`src/rtl/hex_line_tx_pkg.sv`:
```
// Shared types and ASCII helpers for hex_line_tx.
// The PREFIX state is only reachable when HEX_LINE_TX_PREFIX_EN is defined.
package hex_line_tx_pkg;

    typedef enum logic [2:0] {
        IDLE,
        PREFIX,
        DIGIT,
        CR,
        LF
    } state_t;

    localparam logic [7:0] ASCII_CR = 8'h0D;
    localparam logic [7:0] ASCII_LF = 8'h0A;
    localparam logic [7:0] ASCII_0  = 8'h30;
    localparam logic [7:0] ASCII_X  = 8'h78;
    // 'A' minus 10, so nibble 10..15 lands on 'A'..'F'
    localparam logic [7:0] ASCII_A_M10 = 8'h37;

    function automatic logic [7:0] hex_ascii(input logic [3:0] nibble);
        if (nibble < 4'd10) begin
            return ASCII_0 + {4'h0, nibble};
        end
        return ASCII_A_M10 + {4'h0, nibble};
    endfunction

endpackage

```
`src/rtl/hex_line_tx.sv`:
```
// Prints one captured WIDTH-bit word as an uppercase hex line (optional CR LF) on a byte stream.
// Define HEX_LINE_TX_PREFIX_EN to emit a leading "0x" before the digits.
module hex_line_tx
    import hex_line_tx_pkg::*;
#(
    parameter int WIDTH   = 16,
    parameter int NEWLINE = 1
) (
    input  logic             clk,
    input  logic             rst_n,
    input  logic             start,
    input  logic [WIDTH-1:0] data,
    output logic             busy,
    output logic             done,
    output logic [7:0]       tx_data,
    output logic             tx_valid,
    input  logic             tx_ready
);

    localparam int NIBBLES = WIDTH / 4;
    localparam int CW      = (NIBBLES > 1) ? $clog2(NIBBLES) : 1;
    localparam logic [CW-1:0] LAST = CW'(NIBBLES - 1);

    state_t           state, state_nxt;
    logic [WIDTH-1:0] shreg, shreg_nxt, shifted;
    logic [CW-1:0]    cnt, cnt_nxt;
    logic [7:0]       tx_data_nxt;
    logic             tx_valid_nxt, busy_nxt, done_nxt;
    logic             xfer, finish;

    always_ff @(posedge clk) begin
        if (!rst_n) begin
            state    <= IDLE;
            shreg    <= '0;
            cnt      <= '0;
            tx_data  <= '0;
            tx_valid <= 1'b0;
            busy     <= 1'b0;
            done     <= 1'b0;
        end else begin
            state    <= state_nxt;
            shreg    <= shreg_nxt;
            cnt      <= cnt_nxt;
            tx_data  <= tx_data_nxt;
            tx_valid <= tx_valid_nxt;
            busy     <= busy_nxt;
            done     <= done_nxt;
        end
    end

    // The next character is computed alongside the handshake so tx_data stays a register.
    always_comb begin
        state_nxt    = state;
        shreg_nxt    = shreg;
        cnt_nxt      = cnt;
        tx_data_nxt  = tx_data;
        tx_valid_nxt = tx_valid;
        busy_nxt     = busy;
        done_nxt     = 1'b0;
        finish       = 1'b0;
        shifted      = shreg << 4;
        xfer         = tx_valid && tx_ready;

        case (state)
            IDLE: begin
                if (start) begin
                    shreg_nxt    = data;
                    cnt_nxt      = LAST;
                    busy_nxt     = 1'b1;
                    tx_valid_nxt = 1'b1;
`ifdef HEX_LINE_TX_PREFIX_EN
                    state_nxt    = PREFIX;
                    tx_data_nxt  = ASCII_0;
`else
                    state_nxt    = DIGIT;
                    tx_data_nxt  = hex_ascii(data[WIDTH-1 -: 4]);
`endif
                end
            end
`ifdef HEX_LINE_TX_PREFIX_EN
            PREFIX: begin
                // The presented byte itself tells which half of "0x" is in flight.
                if (xfer) begin
                    if (tx_data == ASCII_0) begin
                        tx_data_nxt = ASCII_X;
                    end else begin
                        state_nxt   = DIGIT;
                        tx_data_nxt = hex_ascii(shreg[WIDTH-1 -: 4]);
                    end
                end
            end
`endif
            DIGIT: begin
                if (xfer) begin
                    if (cnt == '0) begin
                        if (NEWLINE != 0) begin
                            state_nxt   = CR;
                            tx_data_nxt = ASCII_CR;
                        end else begin
                            finish = 1'b1;
                        end
                    end else begin
                        shreg_nxt   = shifted;
                        cnt_nxt     = cnt - 1'b1;
                        tx_data_nxt = hex_ascii(shifted[WIDTH-1 -: 4]);
                    end
                end
            end
            CR: begin
                if (xfer) begin
                    state_nxt   = LF;
                    tx_data_nxt = ASCII_LF;
                end
            end
            LF: begin
                if (xfer) begin
                    finish = 1'b1;
                end
            end
            default: state_nxt = IDLE;
        endcase

        if (finish) begin
            state_nxt    = IDLE;
            busy_nxt     = 1'b0;
            tx_valid_nxt = 1'b0;
            done_nxt     = 1'b1;
        end
    end

endmodule

```
`config.mk`:
```
export PLATFORM = sky130hd
export DESIGN_NAME = hex_line_tx
export DESIGN_NICKNAME = d
export VERILOG_FILES = /design/src/rtl/hex_line_tx_pkg.sv /design/src/rtl/hex_line_tx.sv
export SDC_FILE = /design/constraint.sdc
export NUM_CORES = 1
export LEC_CHECK = 0
export ABC_AREA = 1
export BUFFER_PORTS_ARGS = -buffer_cell sky130_fd_sc_hd__buf_2
export CELL_PAD_IN_SITES_DETAIL_PLACEMENT = 0
export CELL_PAD_IN_SITES_GLOBAL_PLACEMENT = 2
export CORE_ASPECT_RATIO = 1.4
export CORE_MARGIN = 2
export CORE_UTILIZATION = 28
export DETAILED_ROUTE_END_ITERATION = 8
export HOLD_SLACK_MARGIN = 0.15
export PLACE_DENSITY = 0.85
export SETUP_SLACK_MARGIN = 0.15
export SLEW_MARGIN = 25
export SYNTH_ARGS = -nofsm -noshare
export SYNTH_HDL_FRONTEND = slang
export SYNTH_SLANG_ARGS = --single-unit
```
`constraint.sdc`:
```
create_clock -name clk -period 1.75 [get_ports clk]
set_input_delay 0.0875 -clock clk [delete_from_list [all_inputs] [get_ports clk]]
set_output_delay 0.0875 -clock clk [all_outputs]
set_load 0.02 [all_outputs]
```
==> run metrics <==
status=completed; sequential area share after synthesis=35.1%; Power Density=about 1600 nW/um2; post-DP HPWL=~2.7 mm; die area=between 5000 and 6000 um2; final setup skew=~0.0064 ns; synthesized net count=269; Tmin final=1.45 ns; ANT cells=0; Setup TNS Final=0 ns; vias in the first global route=roughly 1.5k; Hold WC Path Type=in2reg; # fillers=between 600 and 700; switching power=approximately 0.0013 W; Syn-to-layout area delta=18.5%; YS warnings=0; Via Count=about 1.5k; Setup-failing EPs final=0; CTS Buf Count=3; critical setup path kind=reg2reg; final instance area=between 1500 and 2000 um2; fin worst setup slack=0.302 ns; Reg power frac=between 30% and 40%; TritonCTS clock tree=done; Total Wirelength=3.50 mm; GPL Wtd Cong=~0.81; Critical Path RT=about 1.9 ns; peak supply drop=between 500 and 600 uV; power share of the combinational group=55.7%; Int Pwr=between 0.0015 and 0.002 W; Clock transition at path regs=0.09 ns; gr ovfl total=0; critical path peak fanout=8; Pleak=0.956 nW; area of the multi-input gates=about 780 um2; flops & latches, synth=26; fin crit share=between 80% and 90%; Post-DP Area=between 1500 and 2000 um2; Critical Path Sink Type=flop; DR WL/cell=10.2 um; Die W=~66 um; final max-slew violation count=0; FF+latch area=522 um2; Total GRT Usage=between 10% and 20%; total clock sinks=26; utilization after layout=34.1%; pre-CTS setup slack=between 0.2 and 0.25 ns; Hold WS=around 0.16 ns; first-pass GRT wire length=6.18 mm; startpoint types=flop; cells after synthesis=~250; pin count of the biggest net entering global routing=21; Residual DRC=0; final hold violations=0; CORE AREA=about 5200 um2; post-synthesis cell area=1480 um2; initial antenna violation count=0; Clock Power Share=a little under an eighth; Synth cell types=21; Via density=4.36; Root Driver=clkbuf_8; Core Rows=31; Clock Path Buffers=2; fin nets=between 300 and 400; ratio of cells with drive above 1 in the final layout=between 15 and 20%; MaxCap Viol Count=0; DRT antenna net count=0; RSZ-0062 raised after global routing=no; Initial Utilization=between 20 and 30%; mean area per synthesized cell=~6.0 um2; Iteration-0 DRC Markers=29; drt first pass iters=4; Fmax achieved=just under 700 MHz; Worst Path Arrival=between 1.5 and 2 ns; Die Height=roughly 90 um; # IOs=31; PortBufs=29; Net Sw Frac=between 40% and 50%; CTS H-tree lvls=1; clk_lat worst skew=~0.27 ns
-- critical path, stage by stage (launching register included) --
cell	delay, ns
dfxtp_1	0.34
inv_1	0.06
ha_1	0.22
a21oi_1	0.18
nand3_2	0.15
buf_4	0.20
o21ai_0	0.15
nor2_1	0.05
-- metal layers --
layer	vias to the layer above	track usage, %	routed length, um
met5	-	0	0
met4	0	5.90	98
met3	8	2.13	140
met2	33	24.0	1740
met1	648	14.2	1520
li1	812	-	-
-- flip-flops by register name, summed over array words and instances, names as in the netlist --
| name | flops |
|---|---|
| done | 1 |
| shreg | 12 |
| state | 3 |
| tx_valid | 1 |
| cnt | 2 |
| tx_data | 7 |
-- layout make-up --
cell class | count | share of cell area [%]
Multi-Input combinational cell | 179 | 44.5
Sequential cell | 26 | 29.7
Timing Repair Buffer | 37 | 11.8
Inverter | 33 | 7.04
Tap cell | 66 | 4.69
Clock buffer | 3 | 2.35
-- power by group through the flow --
stage | Clock [W] | Sequential, W | Combinational (W)
2_1_floorplan | 0 | 0.00101 | 0.00114
3_3_place_gp | 0 | 0.000947 | 0.00157
3_5_place_dp | 0 | 0.000951 | 0.00156
4_1_cts | 0.000358 | 0.000937 | 0.00157
5_1_grt | 0.000374 | 0.000970 | 0.00189
6_report | 0.000343 | 0.000937 | 0.00161
-- cells by family after synthesis --
logic type / share of synthesized area (%)
buffers and inverters: 12.2
other: 0.253
AOI/OAI and AO/OA: 10.3
and+or+nand+nor: 39.6
adders and majority gates: 2.53
DFF: 35.1
-- cell usage after synthesis, drive strengths merged --
library cell | count | share of area [%]
nand4 | 2 | 0.84
inv | 33 | 8.3
ha | 3 | 2.5
nand3b | 1 | 0.51
o21a | 1 | 0.51
clkbuf | 2 | 0.51
a21oi | 8 | 2.7
conb | 1 | 0.25
o21ai | 21 | 7.1
buf | 6 | 3.4
nand2 | 73 | 18
nand3 | 11 | 4.7
nor3 | 1 | 0.34
dfxtp | 26 | 35
or2 | 1 | 0.42
nor2 | 56 | 14
-- worst paths after layout --
path                                              start                       to  slack (ns)  depth (start not counted)
worst min register to register  tx_data[5]$_SDFFE_PN0P_  tx_data[5]$_SDFFE_PN0P_        0.48                          2
worst max-delay path                cnt[0]$_SDFFE_PN0P_    shreg[3]$_SDFFE_PN0P_        0.30                          7
worst max register to register      cnt[0]$_SDFFE_PN0P_    shreg[3]$_SDFFE_PN0P_        0.30                          7
worst min-delay path                            data[5]    shreg[5]$_SDFFE_PN0P_        0.16                          5
-- timing repair --
action                                  4_1_cts  5_1_grt
hold endpoints to repair                      1        0
endpoints found under the setup margin        0       13
hold buffers                                  1        0
resized for setup                             0        1
setup buffers                                 0        3
-- through the flow --
stage / cells / power (W)
4_1_cts: 341 / 0.00286
3_3_place_gp: 337 / 0.00252
2_1_floorplan: 246 / 0.00215
5_1_grt: 344 / 0.00323
3_5_place_dp: 337 / 0.00251
6_report: 344 / 0.00289
-- placed cells by master, fill, tap and decap left out --
| cell type | n |
|---|---|
| a21oi_1 | 8 |
| buf_2 | 29 |
| buf_4 | 7 |
| clkbuf_8 | 3 |
| conb_1 | 1 |
| dfxtp_1 | 25 |
| dfxtp_2 | 1 |
| dlygate4sd3_1 | 1 |
| ha_1 | 3 |
| inv_1 | 29 |
| inv_2 | 4 |
| nand2_1 | 73 |
| nand3_1 | 8 |
| nand3_2 | 3 |
| nand3b_1 | 1 |
| nand4_1 | 2 |
| nor2_1 | 55 |
| nor2_2 | 1 |
| nor3_1 | 1 |
| o21a_1 | 1 |
| o21ai_0 | 21 |
| or2_2 | 1 |
No activity file was read; power rests on OpenSTA's default activity.
